### src/rtl/thirty_two_bit_multiplier_pkg.sv
// Shared widths, Booth digit encoding and carry-save helper for the LEGv8 multiply unit.
// Used by booth_pp_gen and thirty_two_bit_multiplier.
package mult_pkg;

  localparam int MULT_IN_W  = 32;
  localparam int MULT_OUT_W = 64;
  localparam int REG_W      = 64;
  // One extra digit absorbs the sign extension of the multiplier.
  localparam int NUM_PP     = MULT_IN_W / 2 + 1;

  typedef enum logic [2:0] {
    BOOTH_ZERO = 3'b000,
    BOOTH_P1   = 3'b001,
    BOOTH_P2   = 3'b010,
    BOOTH_M1   = 3'b101,
    BOOTH_M2   = 3'b110
  } booth_digit_t;

  typedef struct packed {
    logic [MULT_OUT_W-1:0] sum;
    logic [MULT_OUT_W-1:0] carry;
  } csa_t;

  // Triplet is {m[2j+1], m[2j], m[2j-1]}.
  function automatic booth_digit_t booth_sel(input logic [2:0] triplet);
    booth_digit_t d;
    case (triplet)
      3'b001, 3'b010: d = BOOTH_P1;
      3'b011:         d = BOOTH_P2;
      3'b100:         d = BOOTH_M2;
      3'b101, 3'b110: d = BOOTH_M1;
      default:        d = BOOTH_ZERO;
    endcase
    return d;
  endfunction

  function automatic csa_t csa3(input logic [MULT_OUT_W-1:0] x,
                                input logic [MULT_OUT_W-1:0] y,
                                input logic [MULT_OUT_W-1:0] z);
    csa_t r;
    r.sum   = x ^ y ^ z;
    r.carry = ((x & y) | (x & z) | (y & z)) << 1;
    return r;
  endfunction

endpackage

### src/rtl/thirty_two_bit_multiplier_booth_pp_gen.sv
// Radix-4 Booth partial-product generator: 17 sign-extended, pre-shifted 64-bit rows.
// Row j occupies o_pp[j*64 +: 64].
module booth_pp_gen
  import mult_pkg::*;
(
  input  logic [MULT_IN_W-1:0]         i_mcand,
  input  logic [MULT_IN_W-1:0]         i_mplier,
  output logic [NUM_PP*MULT_OUT_W-1:0] o_pp
);

  logic [MULT_OUT_W-1:0] w_mcand_ext;
  logic [2*NUM_PP:0]     w_mplier_ext;
  logic [MULT_OUT_W-1:0] w_term;

  assign w_mcand_ext  = {{(MULT_OUT_W-MULT_IN_W){i_mcand[MULT_IN_W-1]}}, i_mcand};
  assign w_mplier_ext = {{2{i_mplier[MULT_IN_W-1]}}, i_mplier, 1'b0};

  // Negation wraps mod 2^64; the rows still sum to the exact product.
  always_comb begin
    o_pp   = '0;
    w_term = '0;
    for (int unsigned j = 0; j < NUM_PP; j++) begin
      case (booth_sel(w_mplier_ext[2*j +: 3]))
        BOOTH_P1: w_term = w_mcand_ext;
        BOOTH_P2: w_term = w_mcand_ext << 1;
        BOOTH_M1: w_term = ~w_mcand_ext + 64'd1;
        BOOTH_M2: w_term = ~(w_mcand_ext << 1) + 64'd1;
        default:  w_term = '0;
      endcase
      o_pp[j*MULT_OUT_W +: MULT_OUT_W] = w_term << (2*j);
    end
  end

endmodule

### src/rtl/thirty_two_bit_multiplier.sv
// Registered signed 32x32->64 multiplier: Booth rows, 3:2 CSA tree, final CPA, output register.
// Optional MULT_OPERAND_CHECK_EN adds operand_err for non-sign-extended upper operand halves.
module thirty_two_bit_multiplier
  import mult_pkg::*;
(
  input  logic                  clk,
  input  logic                  rst_n,
  input  logic [REG_W-1:0]      a,
  input  logic [REG_W-1:0]      b,
  output logic [MULT_OUT_W-1:0] product
`ifdef MULT_OPERAND_CHECK_EN
  ,
  output logic                  operand_err
`endif
);

  logic [NUM_PP*MULT_OUT_W-1:0] w_pp;
  logic [MULT_OUT_W-1:0]        w_s0 [17];
  logic [MULT_OUT_W-1:0]        w_s1 [12];
  logic [MULT_OUT_W-1:0]        w_s2 [8];
  logic [MULT_OUT_W-1:0]        w_s3 [6];
  logic [MULT_OUT_W-1:0]        w_s4 [4];
  logic [MULT_OUT_W-1:0]        w_s5 [3];
  logic [MULT_OUT_W-1:0]        w_s6 [2];
  logic [MULT_OUT_W-1:0]        w_sum;
  logic [MULT_OUT_W-1:0]        r_product;

  booth_pp_gen u_booth_pp_gen (
    .i_mcand  (a[MULT_IN_W-1:0]),
    .i_mplier (b[MULT_IN_W-1:0]),
    .o_pp     (w_pp)
  );

  // Wallace-style reduction 17->12->8->6->4->3->2; leftover rows pass through each level.
  always_comb begin
    for (int unsigned i = 0; i < 17; i++) w_s0[i] = w_pp[i*MULT_OUT_W +: MULT_OUT_W];

    for (int unsigned g = 0; g < 5; g++)
      {w_s1[2*g], w_s1[2*g+1]} = csa3(w_s0[3*g], w_s0[3*g+1], w_s0[3*g+2]);
    w_s1[10] = w_s0[15];
    w_s1[11] = w_s0[16];

    for (int unsigned g = 0; g < 4; g++)
      {w_s2[2*g], w_s2[2*g+1]} = csa3(w_s1[3*g], w_s1[3*g+1], w_s1[3*g+2]);

    for (int unsigned g = 0; g < 2; g++)
      {w_s3[2*g], w_s3[2*g+1]} = csa3(w_s2[3*g], w_s2[3*g+1], w_s2[3*g+2]);
    w_s3[4] = w_s2[6];
    w_s3[5] = w_s2[7];

    for (int unsigned g = 0; g < 2; g++)
      {w_s4[2*g], w_s4[2*g+1]} = csa3(w_s3[3*g], w_s3[3*g+1], w_s3[3*g+2]);

    {w_s5[0], w_s5[1]} = csa3(w_s4[0], w_s4[1], w_s4[2]);
    w_s5[2] = w_s4[3];

    {w_s6[0], w_s6[1]} = csa3(w_s5[0], w_s5[1], w_s5[2]);
  end

  assign w_sum = w_s6[0] + w_s6[1];

  always_ff @(posedge clk or negedge rst_n) begin
    if (!rst_n) r_product <= '0;
    else        r_product <= w_sum;
  end

  assign product = r_product;

`ifdef MULT_OPERAND_CHECK_EN
  logic w_operand_err;
  logic r_operand_err;

  assign w_operand_err = (a[REG_W-1:MULT_IN_W] != {(REG_W-MULT_IN_W){a[MULT_IN_W-1]}}) ||
                         (b[REG_W-1:MULT_IN_W] != {(REG_W-MULT_IN_W){b[MULT_IN_W-1]}});

  always_ff @(posedge clk or negedge rst_n) begin
    if (!rst_n) r_operand_err <= 1'b0;
    else        r_operand_err <= w_operand_err;
  end

  assign operand_err = r_operand_err;
`else
  logic w_unused_hi;
  assign w_unused_hi = ^{a[REG_W-1:MULT_IN_W], b[REG_W-1:MULT_IN_W]};
`endif

endmodule

### config.mk
export PLATFORM = sky130hd
export DESIGN_NAME = thirty_two_bit_multiplier
export DESIGN_NICKNAME = d
export VERILOG_FILES = /design/src/rtl/thirty_two_bit_multiplier_pkg.sv /design/src/rtl/thirty_two_bit_multiplier_booth_pp_gen.sv /design/src/rtl/thirty_two_bit_multiplier.sv
export SDC_FILE = /design/constraint.sdc
export NUM_CORES = 2
export LEC_CHECK = 0
export ABC_AREA = 1
export BUFFER_PORTS_ARGS = -buffer_cell sky130_fd_sc_hd__buf_2
export CAP_MARGIN = 20
export CORE_MARGIN = 3
export CORE_UTILIZATION = 55
export CTS_CLUSTER_DIAMETER = 40
export CTS_CLUSTER_SIZE = 8
export DETAILED_ROUTE_END_ITERATION = 8
export GPL_TIMING_DRIVEN = 0
export MAX_ROUTING_LAYER = met4
export PLACE_DENSITY = 0.83
export SYNTH_ARGS = -nofsm -noshare
export SYNTH_HDL_FRONTEND = slang
export SYNTH_SLANG_ARGS = --single-unit
### constraint.sdc
create_clock -name clk -period 1.08 [get_ports clk]
set_input_delay 0.216 -clock clk [delete_from_list [all_inputs] [get_ports clk]]
set_output_delay 0.216 -clock clk [all_outputs]
set_load 0.05 [all_outputs]
==> impl_metrics.tcl, run 1 <==
set metrics [dict create \
    status "aborted with a tool error" \
    stop_stage "global routing" \
    stop_error "[ERROR GRT-0232] Routing congestion too high. Check the congestion heatmap in the GUI." \
    die_y_um 265.0 \
    dpl_cell_area_mm2 0.04017 \
    synth-simple-area-share_pct 10.41 \
    muxShareOfSynthArea_pct 0 \
    grt_max_degree 65 \
    dieWidth_um 265.0 \
    root_buffer "clkbuf_16" \
    synth_adder_area_share_pct 41.08 \
    yosysTopAreaCell "fa_1" \
    htreeDepth 3 \
    hpwl_um 179600 \
    syn_nets 6102 \
    grt_usage_pct 77.91 \
    initial_core_util_pct 55.83 \
    cts.sinks 64 \
    ys_warn_count 0 \
    grt-ovfl-total 5 \
    ys_ff_latch 64 \
    ys_top_cells_by_area "fa_1 35%, o22ai_1 14%, inv_1 12%" \
    numCtsBuffers 9 \
    worst_endpoint "product[63]$_DFF_PN0_/D" \
    syn_avg_cell_area_um2 7.177 \
    synth_area_mm2 0.03690 \
    fp-row-count 94 \
    place.gp.congestion 1.290 \
    synth_top_area_share_pct 34.50 \
    seq_area_frac_synth_pct 4.340 \
    cts_buffer_depth 2 \
    io_pins 194 \
    synthCells 5142 \
    synth_top_family_by_area "adder cells" \
    synth_cell_types 48 \
    endpoint_type "sequential cell input" \
    synth_xor_area_share_pct 1.658 \
    synth_compound_area_share_pct 25.22 \
    io_buffers 129 \
]
routing by layer:
metal  GRT overflow  global-route usage (%)
met1              0                   79.54
met2              2                   89.52
met3              0                   63.33
met4              3                   72.94
met5              -                       -
timing repair:
item	in CTS
hold endpoints to repair	37
buffers inserted	154
cloned	0
pin swaps	223
setup endpoints to repair	127
gates resized for setup	986
kinds of logic after synthesis:
logic type,Yosys count
flops,64
compound gates,1567
fa+ha+maj,830
xor+xnor,69
simple gates,921
buf+inv,1691
synth_stat cells, drive strengths merged:
cell and count:
nand4 13, nand3 62, o21bai 3, nor2 244, a21oi 146, dfrtp 64, nand3b 4, o22ai 816
o2111ai 1, inv 1266, o21ai 470, a221oi 15, a21o 10, a41oi 42, a31oi 18, nand2 546
nor3 50, o211a 1, clkinv 30, ha 194, o221ai 15, clkbuf 353, a21boi 3, o31ai 2
xor2 46, nor4 2, fa 636, o21a 5, xnor2 23, a2111oi 1, buf 42, o211ai 18
a31o 1
stage by stage:
step,instances,worst slack [ns]
after floorplan,5142,-5.702
after global placement,6135,-8.922
after detailed placement,6139,-8.909
after CTS,6298,-6.566
==> run 2, diff against run 1 <==
--- a/config.mk
+++ b/config.mk
@@ -9,13 +9,10 @@
 export BUFFER_PORTS_ARGS = -buffer_cell sky130_fd_sc_hd__buf_2
 export CAP_MARGIN = 20
 export CORE_MARGIN = 3
-export CORE_UTILIZATION = 55
-export CTS_CLUSTER_DIAMETER = 40
-export CTS_CLUSTER_SIZE = 8
+export CORE_UTILIZATION = 40
 export DETAILED_ROUTE_END_ITERATION = 8
 export GPL_TIMING_DRIVEN = 0
-export MAX_ROUTING_LAYER = met4
-export PLACE_DENSITY = 0.83
+export PLACE_DENSITY_LB_ADDON = 0.15
 export SYNTH_ARGS = -nofsm -noshare
 export SYNTH_HDL_FRONTEND = slang
 export SYNTH_SLANG_ARGS = --single-unit
==> run 2 against run 1 <==
The flow now finishes, with violations (DRC, hold timing, setup timing). Area after synthesis did not move. Synthesized cell count did not move.
==> impl_metrics.tcl, run 2 <==
set metrics [dict create \
    dieWidth_um 309.7 \
    syn_avg_cell_area_um2 7.177 \
    rsz0062_at_grt "yes" \
    cts_tree "done" \
    clk_pin_slew_worst_paths_ns 0.07 \
    wl_per_cell_um 41.04 \
    ys_top_cells_by_area "fa_1 35%, o22ai_1 14%, inv_1 12%" \
    largest_register_ffs 64 \
    ys_ff_latch 64 \
    vias_per_cell 6.873 \
    vias 45660 \
    min_path_type "primary input to async pin" \
    hold_violations 24 \
    cp_max_fo 10 \
    arrival_ns 8.13 \
    grt-ovfl-total 0 \
    final_cell_mix "1150 x inv_1, 800 x o22ai_1, 543 x fa_1" \
    grt_pass1_vias 44080 \
    synth_cell_types 48 \
    area_growth_pct 25.18 \
    ys_warn_count 0 \
    grt_usage_pct 55.58 \
    grt_antenna_before_repair 9 \
    hpwl_um 212900 \
    worst_path_largest_cell_delay_ns 0.58 \
    drcViolationCount 1 \
    yosysTopAreaCell "fa_1" \
    fin_crit_sh_pct 729.6 \
    slew_viol_final 0 \
    drt_pass1_iterations 9 \
    violations "DRC, hold timing, setup timing" \
    dieArea_mm2 0.09594 \
    status "finished with violations" \
    cts.sinks 64 \
    syn_nets 6102 \
    ant_nets 0 \
    dp.cells 6457 \
    slew_headroom_pct 9.254 \
    whs_ns -0.1441 \
    synthArstFlopShare_pct 100.0 \
    yosysMostFrequentCell "inv_1" \
    drive_above_1_share_pct 24.28 \
    worstSetupPathType "primary input to flop" \
    drtIter0Drc 8315 \
    core-area_mm2 0.09070 \
    initial_core_util_pct 40.69 \
    synthCells 5142 \
    fp-row-count 110 \
    final_common_cell "inv_1" \
    fmax_ghz 0.1269 \
    synth_area_mm2 0.03690 \
    ys_top_cells_by_count "1218 x inv_1, 816 x o22ai_1, 636 x fa_1, 520 x nand2_1, 455 x o21ai_0" \
    worstMarginPinSlew_ns 1.361 \
    cap_violations 0 \
    setup-violations-final 127 \
    cts_buffer_depth 2 \
    final_cells 6644 \
    period_minus_slack_ns 7.879 \
    post-route-util_pct 50.93 \
    drt-total-wl_um 272700 \
    seq_area_frac_synth_pct 4.340 \
    grt_pass1_wl_um 361400 \
    grt_max_degree 41 \
    die_y_um 309.7 \
    place.gp.congestion 1.128 \
    worst_slack_ns -6.799 \
    ys.flop_type "dfrtp_1" \
    htreeDepth 3 \
    synth_edf_count 0 \
    critPathLaunchType "primary input" \
    required_ns 1.33 \
    final_nets 6404 \
    synth_top_area_share_pct 34.50 \
    numCtsBuffers 9 \
    root_buffer "clkbuf_16" \
    io_pins 194 \
    io_buffers 129 \
    cp_slowest_cell "fa_1" \
    end_kind "flop" \
]
## run 2: cell counts after synthesis
No cell type changed its count.
## run 2: repair_timing
item	4_1_cts	5_1_grt
resized for setup	638	795
pin swaps	112	181
buffers inserted	72	88
endpoints found under the hold margin	24	24
cloned	1	3
setup endpoints to repair	127	127
## run 2: worst max path at each step
stage                      from          end  cells past startpoint
after floorplan            a[0]  product[52]                     39
after global placement    a[31]  product[63]                     29
after CTS                  a[0]  product[63]                     41
after detailed placement  a[31]  product[63]                     31
final                     a[31]  product[63]                     31
after global routing      b[23]  product[63]                     32
## run 2: stage by stage
stage	area [um^2]	setup WS, ns	hold slack (ns)	setup TNS, ns
floorplan	38410	-5.702	-0.07959	-286.03
global placement	40530	-9.225	0.4874	-470.76
detailed placement	40670	-8.998	0.2552	-437.94
CTS	43550	-6.622	-0.1257	-343.80
global route	46150	-6.836	-0.1018	-348.96
finish	46200	-6.799	-0.1441	-343.36
## run 2: routing by layer
layer  vias up  global-route usage [%]  routed length, um
li1      17430                       -                  -
met2      4553                   74.72             103600
met5         -                   2.128                492
met4        23                   47.88              32570
met1     22260                   65.29              92560
met3      1399                   27.28              43440
## run 2: final cells by class
cell class	instances	area (um^2)
Multi-Input combinational cell	3388	32570
Inverter	1296	5065
Buffer	384	2775
Antenna cell	19	47.55
Tap cell	1176	1471
Clock buffer	10	239.0
Sequential cell	64	1603
Clock inverter	6	67.56
Timing Repair Buffer	301	2356
Fill cell	8840	44500
## run 2: kinds of logic after synthesis
family                   synth area share (%)
AO/OA/AOI/OAI                           25.22
flip-flops                              4.340
XOR/XNOR                                1.658
adder cells (fa/ha/maj)                 41.08
buffers and inverters                   17.29
AND/OR/NAND/NOR                         10.41
## run 2: critical path, delay by kind of cell
family	cells	cell delay, ns
buf+inv	12	2.37
compound gates	8	1.69
fa+ha+maj	8	3.63
simple gates	3	0.18
Power of run 2 is not shown: default switching activity piles up to over one toggle a cycle in this logic, so the estimate is an artifact.
